## src/rtl/csr_cmd_initiator.sv

```systemverilog
// CSR command initiator: queues write/read/poll commands, issues them one at a
// time on the CSR valid/ready request port, and returns read/poll results.
module csr_cmd_initiator #(
   parameter int CSR_WIDTH      = 32,
   parameter int CSR_ADDR_WIDTH = 32,
   parameter int FIFO_DEPTH     = 4,
   parameter int POLL_MAX       = 16
) (
   input  logic                      clk_i,
   input  logic                      rst_i,
   input  logic                      cmd_valid_i,
   output logic                      cmd_ready_o,
   input  logic [1:0]                cmd_op_i,
   input  logic [CSR_ADDR_WIDTH-1:0] cmd_addr_i,
   input  logic [CSR_WIDTH-1:0]      cmd_data_i,
   input  logic [CSR_WIDTH-1:0]      cmd_mask_i,
   output logic                      res_valid_o,
   input  logic                      res_ready_i,
   output logic [CSR_WIDTH-1:0]      res_data_o,
   output logic                      res_err_o,
   output logic [CSR_ADDR_WIDTH-1:0] csr_addr_o,
   output logic [CSR_WIDTH-1:0]      csr_wr_data_o,
   output logic                      csr_wr_en_o,
   output logic                      csr_req_valid_o,
   input  logic                      csr_req_ready_i,
   input  logic [CSR_WIDTH-1:0]      csr_rd_data_i,
   input  logic                      csr_rsp_valid_i,
   output logic                      csr_rsp_ready_o,
   output logic                      idle_o
);

   localparam int PTR_W  = $clog2(FIFO_DEPTH);
   localparam int CNT_W  = $clog2(FIFO_DEPTH + 1);
   localparam int POLL_W = $clog2(POLL_MAX + 1);

   localparam logic [1:0] OP_WRITE = 2'b00;
   localparam logic [1:0] OP_READ  = 2'b01;
   localparam logic [1:0] OP_POLL  = 2'b10;
   localparam logic [1:0] OP_RSVD  = 2'b11;

   typedef enum logic [1:0] {ST_IDLE, ST_REQ, ST_RSP, ST_RES} state_t;

   state_t state_reg, state_next;

   // Command FIFO storage (no reset: contents are only valid under count_reg)
   logic [1:0]                fifo_op   [FIFO_DEPTH];
   logic [CSR_ADDR_WIDTH-1:0] fifo_addr [FIFO_DEPTH];
   logic [CSR_WIDTH-1:0]      fifo_data [FIFO_DEPTH];
   logic [CSR_WIDTH-1:0]      fifo_mask [FIFO_DEPTH];

   logic [PTR_W-1:0] wr_ptr_reg, rd_ptr_reg;
   logic [CNT_W-1:0] count_reg;

   // Command register: the entry currently owned by the FSM
   logic [1:0]                op_reg;
   logic [CSR_ADDR_WIDTH-1:0] addr_reg;
   logic [CSR_WIDTH-1:0]      data_reg;
   logic [CSR_WIDTH-1:0]      mask_reg;
   logic [POLL_W-1:0]         poll_cnt_reg;
   logic [CSR_WIDTH-1:0]      res_data_reg;
   logic                      res_err_reg;

   logic fifo_full, fifo_empty, push, pop;
   logic poll_match, poll_last, rsp_hs;

   assign fifo_full   = (count_reg == CNT_W'(FIFO_DEPTH));
   assign fifo_empty  = (count_reg == '0);
   assign cmd_ready_o = !fifo_full;
   assign push        = cmd_valid_i && !fifo_full;
   assign pop         = (state_reg == ST_IDLE) && !fifo_empty;
   assign idle_o      = fifo_empty && (state_reg == ST_IDLE);
   assign rsp_hs      = (state_reg == ST_RSP) && csr_rsp_valid_i;
   assign poll_match  = ((csr_rd_data_i ^ data_reg) & mask_reg) == '0;
   // Counter holds completed mismatching attempts; this attempt is the last one
   assign poll_last   = (poll_cnt_reg == POLL_W'(POLL_MAX - 1));

   // FIFO storage write on push
   always_ff @(posedge clk_i) begin
      if (push) begin
         fifo_op[wr_ptr_reg]   <= cmd_op_i;
         fifo_addr[wr_ptr_reg] <= cmd_addr_i;
         fifo_data[wr_ptr_reg] <= cmd_data_i;
         fifo_mask[wr_ptr_reg] <= cmd_mask_i;
      end
   end

   // FIFO pointers and occupancy count
   always_ff @(posedge clk_i) begin
      if (rst_i) begin
         wr_ptr_reg <= '0;
         rd_ptr_reg <= '0;
         count_reg  <= '0;
      end else begin
         if (push) wr_ptr_reg <= wr_ptr_reg + PTR_W'(1);
         if (pop)  rd_ptr_reg <= rd_ptr_reg + PTR_W'(1);
         case ({push, pop})
            2'b10:   count_reg <= count_reg + CNT_W'(1);
            2'b01:   count_reg <= count_reg - CNT_W'(1);
            default: count_reg <= count_reg;
         endcase
      end
   end

   // FSM state register
   always_ff @(posedge clk_i) begin
      if (rst_i) state_reg <= ST_IDLE;
      else       state_reg <= state_next;
   end

   // FSM next-state logic; the head opcode is peeked so reserved ops skip REQ
   always_comb begin
      state_next = state_reg;
      case (state_reg)
         ST_IDLE: begin
            if (!fifo_empty)
               state_next = (fifo_op[rd_ptr_reg] == OP_RSVD) ? ST_RES : ST_REQ;
         end
         ST_REQ: begin
            if (csr_req_ready_i) state_next = ST_RSP;
         end
         ST_RSP: begin
            if (csr_rsp_valid_i) begin
               case (op_reg)
                  OP_WRITE: state_next = ST_IDLE;
                  OP_POLL:  state_next = (poll_match || poll_last) ? ST_RES : ST_REQ;
                  default:  state_next = ST_RES;
               endcase
            end
         end
         ST_RES: begin
            if (res_ready_i) state_next = ST_IDLE;
         end
         default: state_next = ST_IDLE;
      endcase
   end

   // FSM outputs; request/result fields are zero outside their own states
   always_comb begin
      csr_req_valid_o = 1'b0;
      csr_addr_o      = '0;
      csr_wr_data_o   = '0;
      csr_wr_en_o     = 1'b0;
      csr_rsp_ready_o = 1'b0;
      res_valid_o     = 1'b0;
      res_data_o      = '0;
      res_err_o       = 1'b0;
      case (state_reg)
         ST_REQ: begin
            csr_req_valid_o = 1'b1;
            csr_addr_o      = addr_reg;
            csr_wr_data_o   = data_reg;
            csr_wr_en_o     = (op_reg == OP_WRITE);
         end
         ST_RSP: csr_rsp_ready_o = 1'b1;
         ST_RES: begin
            res_valid_o = 1'b1;
            res_data_o  = res_data_reg;
            res_err_o   = res_err_reg;
         end
         default: ;
      endcase
   end

   // Command register load, poll attempt counter and result capture
   always_ff @(posedge clk_i) begin
      if (rst_i) begin
         op_reg       <= '0;
         addr_reg     <= '0;
         data_reg     <= '0;
         mask_reg     <= '0;
         poll_cnt_reg <= '0;
         res_data_reg <= '0;
         res_err_reg  <= 1'b0;
      end else begin
         if (pop) begin
            op_reg       <= fifo_op[rd_ptr_reg];
            addr_reg     <= fifo_addr[rd_ptr_reg];
            data_reg     <= fifo_data[rd_ptr_reg];
            mask_reg     <= fifo_mask[rd_ptr_reg];
            poll_cnt_reg <= '0;
            if (fifo_op[rd_ptr_reg] == OP_RSVD) begin
               res_data_reg <= '0;
               res_err_reg  <= 1'b1;
            end
         end
         if (rsp_hs) begin
            if (op_reg == OP_READ) begin
               res_data_reg <= csr_rd_data_i;
               res_err_reg  <= 1'b0;
            end else if (op_reg == OP_POLL) begin
               if (poll_match) begin
                  res_data_reg <= csr_rd_data_i;
                  res_err_reg  <= 1'b0;
               end else begin
                  poll_cnt_reg <= poll_cnt_reg + POLL_W'(1);
                  if (poll_last) begin
                     res_data_reg <= csr_rd_data_i;
                     res_err_reg  <= 1'b1;
                  end
               end
            end
         end
      end
   end

endmodule

```

## config.mk

```make
export PLATFORM = sky130hd
export DESIGN_NAME = csr_cmd_initiator
export DESIGN_NICKNAME = d
export VERILOG_FILES = /design/src/rtl/csr_cmd_initiator.sv
export SDC_FILE = /design/constraint.sdc
export NUM_CORES = 1
export LEC_CHECK = 0
export ABC_AREA = 1
export CAP_MARGIN = 10
export CORE_UTILIZATION = 60
export CTS_CLUSTER_SIZE = 14
export DETAILED_ROUTE_END_ITERATION = 12
export PLACE_DENSITY_LB_ADDON = 0.3
export SLEW_MARGIN = 15
export SYNTH_ARGS = -nofsm -noshare
export SYNTH_HDL_FRONTEND = slang
export SYNTH_SLANG_ARGS = --single-unit
```

## constraint.sdc

```tcl
create_clock -name clk_i -period 12.1 [get_ports clk_i]
set_input_delay 2.42 -clock clk_i [delete_from_list [all_inputs] [get_ports clk_i]]
set_output_delay 2.42 -clock clk_i [all_outputs]
set_load 0.01 [all_outputs]
```

# == Word-level counts from Yosys, hierarchy flattened ==
# Memories as Yosys holds them, arrays and structs flattened. A register that Yosys moved wholly into a read port is not among the register bits.
# Cells that the tools add are included.
# word_totals
reg_bits,49
ram_bits,392
inputBits,136
out_inout_bits,103
n_memories,4
# classes
add_sub_neg,5
n_eq_ne,14
n_mux,40
bitwise,2
n_reduce_logical,13
# mem_list
name,depth,width,read_ports,rd_clocked_by_memory_dff,wr,line,text
fifo_addr,4,32,1,1,1,47,logic [CSR_ADDR_WIDTH-1:0] fifo_addr [FIFO_DEPTH];
fifo_data,4,32,1,1,1,48,logic [CSR_WIDTH-1:0] fifo_data [FIFO_DEPTH];
fifo_mask,4,32,1,1,1,49,logic [CSR_WIDTH-1:0] fifo_mask [FIFO_DEPTH];
fifo_op,4,2,1,1,1,46,logic [1:0] fifo_op [FIFO_DEPTH];
# op_table
operator,n
2-to-1 mux 32 bit,10
AND 32 bit,1
logical NOT 32 bit,1
bitwise XOR 32 bit,1
2-to-1 mux 5 bit,5
2-to-1 mux 2 bit,8
2-to-1 mux 1 bit,14
"== test 2 bit, second input constant",5
"!= test 2 bit, second input constant",4
one-hot mux 2 bit (4 select lines),1
"== test 2 x 1 -> 1 bit, second input constant",3
one-hot mux 3 bit (2 select lines),1
"adder 5 x 1 -> 5 bit, second input constant",1
"== test 5 x 4 -> 1 bit, second input constant",1
"adder 2 x 1 -> 2 bit, second input constant",2
logical AND 1 bit,4
logical NOT 2 bit,2
one-hot mux 2 bit (2 select lines),1
AND reduction 4 bit,1
"adder 3 x 1 -> 3 bit, second input constant",1
"== test 3 bit, second input constant",1
logical NOT 3 bit,1
"subtractor 3 x 1 -> 3 bit, second input constant",1
logical NOT 1 bit,2
2 further kinds,2

# == Depth between registers and ports, before layout ==
# Gate-level depths: netlist of the first run.
# depth
ltp_word,9
mapped_depth,15
ltp_nobuf,14

# == Worst setup path after synthesis of the first run ==
# Ideal clock, no wire load.
# synth_timing
kind,input port to flip-flop
from,in cmd_valid_i
to,"mem fifo_addr[0][0], enable pin"
setup_ps,556
t_arrival_ps,6677
required_time_ps,11544
setup_slack_ps,4867
path_stages,2
path_cell_list,nand2_1 > nor2_1
# synth_via
elab_chain_len,3
# synth_lines
element,line,text
from (decl),11,"input logic cmd_valid_i,"
logical AND 1 bit,69,assign push = cmd_valid_i && !fifo_full;
2-to-1 mux 1 bit,79,if (push) begin
2-to-1 mux 1 bit (not written as such),81,fifo_addr[wr_ptr_reg] <= cmd_addr_i;
to (decl),47,
# No other way between the ends.

# == Final worst setup path of the first run ==
# layout_timing
from,reg state_reg[1]
to,out csr_addr_o[19]
# layout_via
elab_chain_len,2
# layout_lines
element,line,text
from (decl),43,"state_t state_reg, state_next;"
from (signal assigned),107,else state_reg <= state_next;
== test 2 x 1 -> 1 bit,147,case (state_reg)
2-to-1 mux 32 bit,147,
to (decl),21,"output logic [CSR_ADDR_WIDTH-1:0] csr_addr_o,"
# No other way between the ends.

==> results of run 1 <==
-- kinds of logic (layout without fill, tap and decap cells) --
family          count (synthesis)  in the layout  synth area share, %
buf+inv                       282            508                 5.23
compound gates                480            480                 11.9
simple gates                  724            724                 13.4
xor+xnor                        1              1               0.0410
fa+ha+maj                       8              8                0.503
other cells                     0              3                    0
flops                         539            539                 68.8
-- path summary, 6_finish.rpt --
kind                startpoint        endpoint  slack, ps  depth (start not counted)
setup / recovery  state_reg[1]  csr_addr_o[19]       6830                          5
hold / removal    count_reg[0]    count_reg[0]        460                          1
setup reg to reg  count_reg[0]    mask_reg[23]       9020                          7
hold reg to reg   count_reg[0]    count_reg[0]        460                          1
-- final cells by class --
class | instances | area (um^2)
Sequential cell | 539 | 14700
Antenna cell | 3 | 7.51
Tap cell | 455 | 569
Fill cell | 2237 | 9130
Inverter | 159 | 604
Multi-Input combinational cell | 1213 | 5570
Clock buffer | 76 | 1470
Timing Repair Buffer | 254 | 2500
Clock inverter | 19 | 221
-- power by group through the flow --
stage	Sequential, mW	Clock (mW)	Combinational, mW
floorplan	2.40	0	0.918
global placement	2.48	0	1.24
detailed placement	2.49	0	1.29
CTS	2.46	1.61	1.31
global route	2.48	1.68	1.46
finish	2.47	1.59	1.31
-- per-stage QoR --
stage / instances / setup WS (ps) / area, um^2 / hold WS, ps / power (mW)
after floorplan: 2034 / 4870 / 21400 / 422 / 3.32
after global placement: 2620 / 6630 / 24000 / 438 / 3.72
after detailed placement: 2620 / 6460 / 24000 / 453 / 3.78
after CTS: 2715 / 6810 / 25700 / 466 / 5.37
after global routing: 2718 / 6720 / 25700 / 500 / 5.62
final: 2718 / 6830 / 25700 / 463 / 5.37
-- cell usage after synthesis (2+ instances only) --
cell,instances,area (um^2)
nand2_4,4,45.0
clkinv_1,2,7.51
a32o_1,2,20.0
inv_1,154,578
o21ai_1,9,45.0
nand2_1,100,375
clkbuf_4,2,15.0
inv_2,2,7.51
a21oi_1,50,250
buf_2,8,40.0
nor2_1,534,2000
clkbuf_1,98,368
buf_1,10,37.5
o21ai_0,315,1580
a31oi_1,98,613
nor3_1,2,10.0
a211oi_1,3,22.5
dfxtp_1,147,2940
or2_1,3,18.8
nand3_1,76,380
edfxtp_1,392,11800
ha_1,7,87.6
buf_6,4,45.0
-- worst reg2reg max path, stage by stage (launching register included) --
cell and delay, ps:
dfxtp_1 340, inv_1 90, nand3_1 150, nand2_1 250
inv_4 660, buf_4 960, o21ai_0 310, a31oi_1 230
-- layer usage --
metal	GRT usage [%]	part of all wire [%]
met5	0	0
met4	11.9	2.8
met3	4.31	10
met2	48.9	48
met1	40.7	39
==> flow_summary.yaml, run 1 <==
grt:
  grt.overflow.total: 0
  grt_pass1_wl_um: 82600
  grt_util_all_layers_pct: 30.0
  antenna_found_initial: 3
  grt_max_degree: 116
  first_global_vias: 14900
critical_path:
  critPathRequiredTime_ps: 9680
  critPathTopFamily: "buffers and inverters"
  slowest_stage: "buf_4"
  crit_path_max_incr_delay_ps: 550
  cp_max_fo: 37
  crit_arrival_ps: 2850
  cp-start-kind: "register"
  path_class: "reg -> out"
  cp-end-kind: "output port"
  crit_chain: "nor2_1 > inv_2 > buf_4 > nor2_1 > clkdlybuf4s50_1"
  cp_common_cell: "nor2_1"
  crit_buf_inv: 3
timing:
  skew_ps: 27.9
  slew_violations: 0
  setup_viol: 0
  hold_viol: 0
  fin_crit_sh_pct: 43.5
  rsz0062_at_grt: "false"
  setup-tns-final_ps: 0
  fin_crit_ps: 5270
  fmax_mhz: 190
  tightest_slew_ps: 1100
  slew_headroom_pct: 26.5
final_layout:
  syn2layout_area_growth_pct: 20.1
  nNetsFinal: 2362
  drive_gt1_share_pct: 5.13
  reg_top3: "fifo_addr (128), fifo_data (128), fifo_mask (128)"
  utilization_pct: 73.8
  layout_commonest_cell: "nor2_1"
  most-common-layout-cells: "nor2_1 (530), edfxtp_1 (392), o21ai_0 (315)"
synth:
  avgSynthCellArea_um2: 10.5
  ys_ff_latch: 539
  synth_edf_count: 392
  syn-num-nets: 2178
  synth_cell_types: 35
  synthCells: 2034
  ys_async_sr_fraction_pct: 0
  seq_area_frac_synth_pct: 68.8
  syn_area_mm2: 0.0214
  synth_flop_cell: "edfxtp_1"
  yosysWarnings: 0
pwr:
  seqPwrFrac_pct: 45.9
  power.internal_mw: 3.60
  vdd_drop_max_mv: 0.144
  p_clk_share_pct: 29.6
  p_comb_share_pct: 24.5
  p_sw_mw: 1.77
  powerDensity_mw_per_mm2: 209
  p_leak_nw: 8.95
  swShare_pct: 32.9
drt:
  totalWireLength_um: 54400
  first_iter_violations: 1606
  drc: 0
  drt_first_pass_iters: 6
  vias_per_cell: 5.82
  dr_total_vias: 15800
  routedWlPerCell_um: 20.0
  postRouteAntennaNets: 0
clock_tree:
  cts_tree: "built"
  clk_pin_slew_ps: 60
  clk_path_buf_depth: 3
  ctsResizeCount: 0
  ctsHoldBuffers: 0
  htreeDepth: 2
  clkSinkCount: 539
  insertion_delay_ps: 580
  numCtsBuffers: 51
  post_cts_buffers: 0
  root_buffer: "clkbuf_16"
floorplanning:
  dieWidth_um: 191
  start_util_pct: 61.4
  die_area_mm2: 0.0364
  coreArea_mm2: 0.0348
  fp-row-count: 68
  die_h_um: 191
  io-pin-count: 239
outcome:
  status: "finished, final reports clean"
run:
  drv_cap: 0
placement:
  io_buffer_count: 238
  place_congestion: 0.915
  post-dp-hpwl_um: 33200
hold_path:
  hold_path.class: "reg -> reg"
Power figures use the tool's default switching activity.
==> run 2, diff against run 1 <==
--- a/config.mk
+++ b/config.mk
@@ -7,7 +7,7 @@
 export LEC_CHECK = 0
 export ABC_AREA = 1
 export CAP_MARGIN = 10
-export CORE_UTILIZATION = 60
+export CORE_UTILIZATION = 56
 export CTS_CLUSTER_SIZE = 14
 export DETAILED_ROUTE_END_ITERATION = 12
 export PLACE_DENSITY_LB_ADDON = 0.3
==> constraint.sdc (replaced) <==
create_clock -name clk_i -period 5 [get_ports clk_i]
set_input_delay 1 -clock clk_i [delete_from_list [all_inputs] [get_ports clk_i]]
set_output_delay 1 -clock clk_i [all_outputs]
set_load 0.01 [all_outputs]
==> run 2 against run 1 <==
Clock power up 140%. Die area rose by 7.1%. Clock skew fell by 10 ps. Clock-buffer cell count fell by 2. First-iteration DRC count is 18% lower. Non-clock buffer count is 5 higher. Utilization down 5.2 points. Setup slack worse by 5700 ps. Sequential power is 140% higher. Critical path depth is the same. Sequential share of layout area is 0.24 points lower. Combinational power is 150% higher.
==> flow_summary.yaml, run 2 (synthesis results as in run 1) <==
outcome:
  status: "finished, final reports clean"
clock_tree:
  cts_tree: "built"
  ctsHoldBuffers: 0
  clk_pin_slew_ps: 60
  ctsResizeCount: 0
  clk_path_buf_depth: 3
  root_buffer: "clkbuf_16"
  clkSinkCount: 539
  insertion_delay_ps: 570
  numCtsBuffers: 51
  post_cts_buffers: 0
  htreeDepth: 2
floorplanning:
  die_area_mm2: 0.0389
  io-pin-count: 239
  fp-row-count: 71
  die_h_um: 197
  dieWidth_um: 197
  start_util_pct: 56.9
  coreArea_mm2: 0.0376
critical_path:
  slowest_stage: "clkdlybuf4s50_1"
  r2r-start: "count_reg[0]"
  crit_buf_inv: 3
  crit_path_max_incr_delay_ps: 540
  critPathLaunch: "state_reg[1]"
  crit_arrival_ps: 2830
  r2r_slack_ps: 1980
  critPathTopFamily: "buffers and inverters"
  critPathRequiredTime_ps: 4000
  reg2reg_depth: 9
  cp_max_fo: 36
  crit_chain: "nor2_1 > inv_2 > buf_4 > nor2_1 > clkdlybuf4s50_1"
  cp_common_cell: "nor2_1"
  cp-start-kind: "register"
  path_class: "reg -> out"
  rr_endpoint: "res_data_reg[27]"
  cp-end-kind: "output port"
drt:
  routedWlPerCell_um: 20.1
  postRouteAntennaNets: 0
  met3_length_um: 5360
  dr.max_layer_used: "met5"
  dr_total_vias: 15600
  met2_length_um: 26100
  drt_first_pass_iters: 7
  totalWireLength_um: 55700
  met1_length_um: 22900
  drc: 0
  first_iter_violations: 1322
  vias_per_cell: 5.60
placement:
  io_buffer_count: 238
  post-place-cells: 2681
  place_congestion: 0.968
  dpl_cell_area_mm2: 0.0241
  post-dp-hpwl_um: 34600
timing:
  fmax_mhz: 261
  skew_ps: 17.5
  setup_viol: 0
  rsz0062_at_grt: "false"
  fin_crit_sh_pct: 76.7
  hold_viol: 0
  tightest_slew_ps: 1140
  slew_headroom_pct: 23.7
  setup-tns-final_ps: 0
  fin_crit_ps: 3830
  slew_violations: 0
hold_path:
  hold_path.class: "reg -> reg"
  hp-start: "count_reg[0]"
  worstHoldPathCells: 1
  holdPathEnd: "count_reg[0]"
final_layout:
  drive_gt1_share_pct: 5.04
  layout_commonest_cell: "nor2_1"
  final_cells: 2779
  final_area_mm2: 0.0258
  reg_top3: "fifo_addr (128), fifo_data (128), fifo_mask (128)"
  syn2layout_area_growth_pct: 20.6
  nNetsFinal: 2367
  utilization_pct: 68.6
  most-common-layout-cells: "nor2_1 (530), edfxtp_1 (392), o21ai_0 (315)"
grt:
  antenna_found_initial: 8
  first_global_vias: 14700
  grt_pass1_wl_um: 84400
  grt.overflow.total: 0
  grt_util_all_layers_pct: 28.7
  grt_max_degree: 111
pwr:
  powerDensity_mw_per_mm2: 503
  vdd_drop_max_mv: 0.378
  p_leak_nw: 8.97
  power_mw: 13.0
run:
  drv_cap: 0
[run 2: cell types whose count changed in the layout (fill, tap and decap cells not counted), moves of 2 or more]
cell        before  now
clkinv_1         1    6
inv_6            2    0
clkinvlp_4       2    0
buf_12           0    4
clkinv_2        10   12
clkbuf_8         8    4
[run 2: power by group]
group | switching, mW | internal [mW]
clock network | 1.57 | 2.21
logic | 2.20 | 1.01
registers | 0.476 | 5.49
total | 4.25 | 8.71
[run 2: final cells by class]
| type | count | area (um^2) |
|---|---|---|
| sequential | 539 | 14700 |
| fill | 2727 | 11800 |
| multi-input combinational | 1213 | 5570 |
| timing repair buffer | 259 | 2590 |
| clock buffer | 74 | 1450 |
| tap | 511 | 639 |
| inverter | 159 | 606 |
| clock inverter | 20 | 196 |
| antenna | 4 | 10.0 |
[run 2: worst reg2reg max path: stages, from the launching register on]
cell	delay, ps
dfxtp_1	350
inv_1	90
nand3_1	140
nand2_1	230
nor2_1	170
inv_1	60
nor2_1	850
inv_1	660
nand3_1	240
a21oi_1	100
[run 2: layer usage]
metal	global-route usage, %	vias to the layer above
met3	5.98	86
met5	0	-
met2	45.8	681
met4	9.19	6
met1	39.6	7434
li1	-	7359
[run 2: how the worst max path moves through the flow]
stage	to	slack (ps)	depth (start not counted)
4_1_cts	csr_addr_o[2]	1170	5
3_5_place_dp	data_reg[9]	1500	6
5_1_grt	csr_addr_o[2]	1040	5
3_3_place_gp	res_data_reg[1]	1600	14
6_report	csr_addr_o[2]	1170	5
2_1_floorplan	fifo_addr[0][0]	-810	2
[run 2: metrics by stage]
| step | hold WS, ps | worst slack (ps) |
|---|---|---|
| floorplan | 422 | -813 |
| global placement | 438 | 1600 |
| detailed placement | 443 | 1500 |
| CTS | 456 | 1170 |
| global route | 500 | 1040 |
| finish | 461 | 1170 |
